**src/rtl/serve_controller.sv**
```systemverilog
// serve_controller
//   Game-flow controller for a two-player paddle game. Waits for any key in
//   IDLE, runs a serve countdown, releases the ball when the server presses a
//   key, tracks the score, handles pause, and shows the game-over screen for a
//   fixed time before returning to IDLE.
//
// Ports
//   clk          system clock, rising edge
//   reset        asynchronous, active-high
//   frame_tick   one pulse per video frame (time base for countdowns)
//   miss_left    ball passed left paddle -> right player scores
//   miss_right   ball passed right paddle -> left player scores
//   key_left     left player up/down keys (level)
//   key_right    right player up/down keys (level)
//   pause_key    pause key (level, rising edge toggles pause)
//   launch       one-cycle ball release pulse
//   launch_dir   direction qualified by launch: 1 = toward right
//   serve_side   current server: 0 = left, 1 = right
//   gra_still    freeze animation; low only while playing
//   countdown    seconds left in the serve countdown
//   score_left   left player score
//   score_right  right player score
//   game_over    high while the game-over screen is shown
//   winner       0 = left won, 1 = right won (qualified by game_over)
//   state        debug view of the FSM: IDLE=0 COUNTDOWN=1 WAIT_KEY=2
//                PLAY=3 PAUSE=4 OVER=5
//
// Handshake: there are no valid/ready pairs here; launch is a single-cycle
// strobe and launch_dir is only meaningful in the cycle launch is high.
module serve_controller #(
  parameter int WIN_SCORE      = 7,
  parameter int FRAMES_PER_SEC = 60,
  parameter int COUNT_SEC      = 3,
  parameter int OVER_SEC       = 5
) (
  input  logic       clk,
  input  logic       reset,
  input  logic       frame_tick,
  input  logic       miss_left,
  input  logic       miss_right,
  input  logic [1:0] key_left,
  input  logic [1:0] key_right,
  input  logic       pause_key,
  output logic       launch,
  output logic       launch_dir,
  output logic       serve_side,
  output logic       gra_still,
  output logic [1:0] countdown,
  output logic [3:0] score_left,
  output logic [3:0] score_right,
  output logic       game_over,
  output logic       winner,
  output logic [2:0] state
);

  typedef enum logic [2:0] {
    IDLE      = 3'd0,
    COUNTDOWN = 3'd1,
    WAIT_KEY  = 3'd2,
    PLAY      = 3'd3,
    PAUSE     = 3'd4,
    OVER      = 3'd5
  } state_t;

  localparam logic [5:0] FRAME_LAST = 6'(FRAMES_PER_SEC - 1);
  localparam logic [3:0] WIN        = 4'(WIN_SCORE);
  localparam logic [1:0] COUNT_LOAD = 2'(COUNT_SEC);
  localparam logic [2:0] OVER_LAST  = 3'(OVER_SEC - 1);

  state_t     st;
  logic [5:0] frame_cnt;
  logic [2:0] sec_cnt;
  logic       pause_q;

  logic       left_act;
  logic       right_act;
  logic       server_act;
  logic       pause_edge;
  logic       sec_step;
  logic [3:0] score_left_inc;
  logic [3:0] score_right_inc;

  assign left_act        = |key_left;
  assign right_act       = |key_right;
  // Only the serving player's keys can release the ball.
  assign server_act      = serve_side ? right_act : left_act;
  assign pause_edge      = pause_key & ~pause_q;
  assign sec_step        = frame_tick && (frame_cnt == FRAME_LAST);
  assign score_left_inc  = score_left + 4'd1;
  assign score_right_inc = score_right + 4'd1;
  assign state           = st;

  always_ff @(posedge clk or posedge reset) begin
    if (reset) begin
      st          <= IDLE;
      score_left  <= 4'd0;
      score_right <= 4'd0;
      countdown   <= 2'd0;
      serve_side  <= 1'b0;
      winner      <= 1'b0;
      launch      <= 1'b0;
      launch_dir  <= 1'b0;
      game_over   <= 1'b0;
      gra_still   <= 1'b1;
      frame_cnt   <= 6'd0;
      sec_cnt     <= 3'd0;
      pause_q     <= 1'b0;
    end else begin
      pause_q <= pause_key;
      launch  <= 1'b0;
      // Free-running frame counter; state entries below override it to 0 so
      // every countdown and game-over period starts on a whole second.
      if (frame_tick) frame_cnt <= sec_step ? 6'd0 : frame_cnt + 6'd1;

      case (st)
        IDLE: begin
          if (left_act || right_act) begin
            score_left  <= 4'd0;
            score_right <= 4'd0;
            winner      <= 1'b0;
            serve_side  <= 1'b0;
            countdown   <= COUNT_LOAD;
            frame_cnt   <= 6'd0;
            st          <= COUNTDOWN;
          end
        end
        COUNTDOWN: begin
          if (sec_step) begin
            countdown <= countdown - 2'd1;
            if (countdown == 2'd1) st <= WAIT_KEY;
          end
        end
        WAIT_KEY: begin
          if (server_act) begin
            launch     <= 1'b1;
            launch_dir <= ~serve_side;
            gra_still  <= 1'b0;
            st         <= PLAY;
          end
        end
        PLAY: begin
          // miss_left outranks miss_right, and any miss outranks pause.
          if (miss_left) begin
            score_right <= score_right_inc;
            serve_side  <= 1'b0;
            gra_still   <= 1'b1;
            frame_cnt   <= 6'd0;
            if (score_right_inc == WIN) begin
              winner    <= 1'b1;
              game_over <= 1'b1;
              sec_cnt   <= 3'd0;
              st        <= OVER;
            end else begin
              countdown <= COUNT_LOAD;
              st        <= COUNTDOWN;
            end
          end else if (miss_right) begin
            score_left <= score_left_inc;
            serve_side <= 1'b1;
            gra_still  <= 1'b1;
            frame_cnt  <= 6'd0;
            if (score_left_inc == WIN) begin
              winner    <= 1'b0;
              game_over <= 1'b1;
              sec_cnt   <= 3'd0;
              st        <= OVER;
            end else begin
              countdown <= COUNT_LOAD;
              st        <= COUNTDOWN;
            end
          end else if (pause_edge) begin
            gra_still <= 1'b1;
            st        <= PAUSE;
          end
        end
        PAUSE: begin
          if (pause_edge) begin
            gra_still <= 1'b0;
            st        <= PLAY;
          end
        end
        OVER: begin
          if (sec_step) begin
            if (sec_cnt == OVER_LAST) begin
              game_over <= 1'b0;
              st        <= IDLE;
            end else begin
              sec_cnt <= sec_cnt + 3'd1;
            end
          end
        end
        default: st <= IDLE;
      endcase
    end
  end

endmodule

```
**config.mk**
```make
export PLATFORM = sky130hd
export DESIGN_NAME = serve_controller
export DESIGN_NICKNAME = d
export VERILOG_FILES = /design/src/rtl/serve_controller.sv
export SDC_FILE = /design/constraint.sdc
export NUM_CORES = 1
export LEC_CHECK = 0
export ABC_AREA = 0
export CAP_MARGIN = 20
export CELL_PAD_IN_SITES_DETAIL_PLACEMENT = 0
export CELL_PAD_IN_SITES_GLOBAL_PLACEMENT = 2
export CORE_AREA = 5 5 81 83
export DETAILED_ROUTE_END_ITERATION = 16
export DIE_AREA = 0 0 86 88
export GPL_ROUTABILITY_DRIVEN = 0
export PLACE_DENSITY_LB_ADDON = 0.1
export SYNTH_ARGS = -nofsm -noshare
export SYNTH_HDL_FRONTEND = slang
export SYNTH_SLANG_ARGS = --single-unit
export TNS_END_PERCENT = 100
```
**constraint.sdc**
```tcl
create_clock -name clk -period 2.7 [get_ports clk]
set_clock_uncertainty 0.1 [all_clocks]
set_input_delay 0.27 -clock clk [delete_from_list [all_inputs] [get_ports clk]]
set_output_delay 0.27 -clock clk [all_outputs]
set_load 0.005 [all_outputs]
```
==> impl_metrics.tcl <==
set metrics [dict create \
    finalSetupViolCount 0 \
    hold_violations 0 \
    critPathTopFamily "multiplexers" \
    drc 0 \
    yosys.area.top_type "dfrtp_1" \
    hold_class "primary input to asynchronous set/reset pin" \
    syn-num-nets 219 \
    grt.overflow.total 0 \
    cts_tree "yes" \
    io_pins 29 \
    synth_area_sq_um 1795 \
    placed_area_sq_um 2162 \
    fp.coreArea_sq_um 5781 \
    antenna_left 0 \
    fmax_mhz 472.7 \
    cts_buffers 5 \
    final_area_sq_um 2242 \
    syn_inst 201 \
    rsz0062_at_grt "false" \
    first_global_vias 1567 \
    arrival_ns 2.17 \
    antenna_cells 0 \
    antenna_found_initial 0 \
    max_cap_violations 0 \
    cts_htree_levels 2 \
    slowest_delay_ns 0.46 \
    worstSetupStartpointType "flip-flop" \
    die-area_sq_um 7568 \
    port_buffers 28 \
    drt_wl_total_um 4461 \
    crit_chain "inv_1, ha_1, nor4bb_1, buf_4, mux2_2, a21oi_2, o211ai_2, mux2_4" \
    cp_max_fo 8 \
    grt_pass1_wl_um 7452 \
    die_w_um 86 \
    drt-wirelength-per-cell_um 14.39 \
    power_leakage_nw 0.9494 \
    cp.required_ns 2.76 \
    vias 1548 \
    drtIter0Drc 71 \
    cts_setup_buffers 0 \
    clk_latency_ns 0.27 \
    grt_max_degree 19 \
    ir_drop_v 0.0003012 \
    fin_crit_sh_pct 78.35 \
    hold_buffers 0 \
    post-dp-hpwl_um 3417 \
    cp_num_buf_inv 2 \
    ys_ff_latch 29 \
    ys_seq_area_share_pct 40.49 \
    place_ws_ns 0.3803 \
    first_pass_iters 6 \
    setup_ws_ns 0.5846 \
    final_max_slew_viol_count 0 \
    async_flop_share_pct 100.0 \
    clock-sinks 29 \
    setup_tns_ns 0 \
    std_cell_rows 28 \
    synth_common_cells "dfrtp_1 (28), nor2_1 (23), nand2_1 (20)" \
    power_density_nw_per_um2 819.0 \
    die_y_um 88 \
    drive_gt1_share_pct 8.085 \
    nets 252 \
    yosysUniqueCellTypes 49 \
    ys_top_cells_by_area "dfrtp_1 (39%), ha_1 (5.6%), nor2_1 (4.8%)" \
    cts-resized-gates 0 \
    yosys_most_used_dff "dfrtp_1" \
    worst_slew_pin_slew_ns 0.4696 \
    track_usage_pct 12.51 \
    yosys.area.top_type_share_pct 39.02 \
    synth_edf_count 0 \
    via_per_inst 4.994 \
    cp_slowest_cell "dfrtp_1" \
    status "completed" \
    cts_buffer_depth 2 \
    avgSynthCellArea_sq_um 8.933 \
    end_kind "flip-flop" \
    initial_utilization_pct 31.06 \
    areaGrowthSynthToFinish_pct 24.88 \
    path_clk_slew_ns 0.06 \
    ctsRootBufferMaster "clkbuf_8" \
    yosysMostFrequentCell "dfrtp_1" \
    path_class "flip-flop to flip-flop" \
    slew_headroom_pct 68.66 \
    ys.warnings.count 0 \
    fin_crit_ns 2.115 \
]
-- final timing paths --
kind,from,to,slack (ns),depth (start not counted)
worst min register to register,gra_still,gra_still,0.43,2
min in group clk,pause_key,pause_q,0.38,1
max in group asynchronous,reset,gra_still,1.62,3
worst max-delay path,score_right[0],countdown[0],0.58,8
worst min-delay path,reset,score_right[3],0.20,2
worst max register to register,score_right[0],countdown[0],0.58,8
-- cells in the final DEF (no fill, tap or decap), drive strengths merged, types with 2 or more instances in the layout --
| cell | instances |
|---|---|
| nor3 | 5 |
| clkbuf | 8 |
| xor2 | 5 |
| mux2i | 3 |
| nand2b | 7 |
| nor2b | 2 |
| o22ai | 3 |
| buf | 5 |
| nand2 | 20 |
| a211oi | 3 |
| a21oi | 18 |
| nand3 | 7 |
| o21ai | 13 |
| nor3b | 2 |
| o221ai | 2 |
| and3b | 3 |
| inv | 9 |
| mux2 | 3 |
| a31oi | 3 |
| ha | 8 |
| nor2 | 23 |
| dfrtp | 28 |
| clkdlybuf4s50 | 28 |
| nand3b | 4 |
| or2 | 2 |
| o32ai | 2 |
| nand4 | 3 |
| nor4bb | 2 |
-- state kept, by name (all words and copies together) (netlist names) --
register     flops
winner           1
launch_dir       1
frame_cnt        6
serve_side       1
game_over        1
countdown        2
sec_cnt          3
score_left       4
gra_still        1
state            3
launch           1
pause_q          1
score_right      4
-- final cells by class --
class                      count  area (sq um)
clock buffer                   8         80.08
sequential                    29         726.9
multi-input combinational    156         989.7
inverter                       9         33.78
timing repair buffer          33         317.8
fill                         601          3538
tap                           75         93.84
-- logic make-up (layout without fill, tap and decap cells) --
group / Yosys count / count (layout) / synth area share [%]
AO/OA/AOI/OAI: 51 / 51 / 18.33
AND/OR/NAND/NOR: 85 / 85 / 24.53
multiplexers: 6 / 6 / 3.763
flip-flops: 29 / 29 / 40.49
buffers and inverters: 16 / 50 / 4.389
adder cells (fa/ha/maj): 8 / 8 / 5.575
XOR/XNOR: 6 / 6 / 2.927
-- worst reg2reg max path, delay by kind of cell (launching register included) --
family	cells	cell delay, ns
simple gates	1	0.13
mux	2	0.60
compound gates	2	0.28
fa+ha+maj	1	0.21
buf+inv	2	0.22
flops	1	0.46
-- power breakdown --
| part | switching [W] | internal (W) | total [W] |
|---|---|---|---|
| Sequential | 0.000128 | 0.000545 | 0.000673 |
| Combinational | 0.000432 | 0.000394 | 0.000826 |
| Clock | 0.000155 | 0.000183 | 0.000337 |
| Total | 0.000714 | 0.00112 | 0.00184 |
-- metrics by stage --
step	util, %	total power, W	hold WS, ns	std cells
3_3_place_gp	37.40	0.001517	0.4073	302
5_1_grt	38.79	0.002010	0.2486	310
3_5_place_dp	37.40	0.001520	0.4276	302
6_report	38.79	0.001836	0.2013	310
2_1_floorplan	-	0.001202	0.2014	201
4_1_cts	38.79	0.001875	0.2101	310
-- routing by layer --
metal | routed length (um) | global-route usage [%] | vias to the layer above | part of all wire [%]
li1 | - | - | 779 | -
met3 | 153 | 2.916 | 4 | 3.4
met1 | 2108 | 15.96 | 737 | 47
met4 | 40 | 4.460 | 0 | 0.90
met2 | 2159 | 20.74 | 28 | 48
met5 | 0 | 0 | - | 0
(Power assumes the default switching activity.)
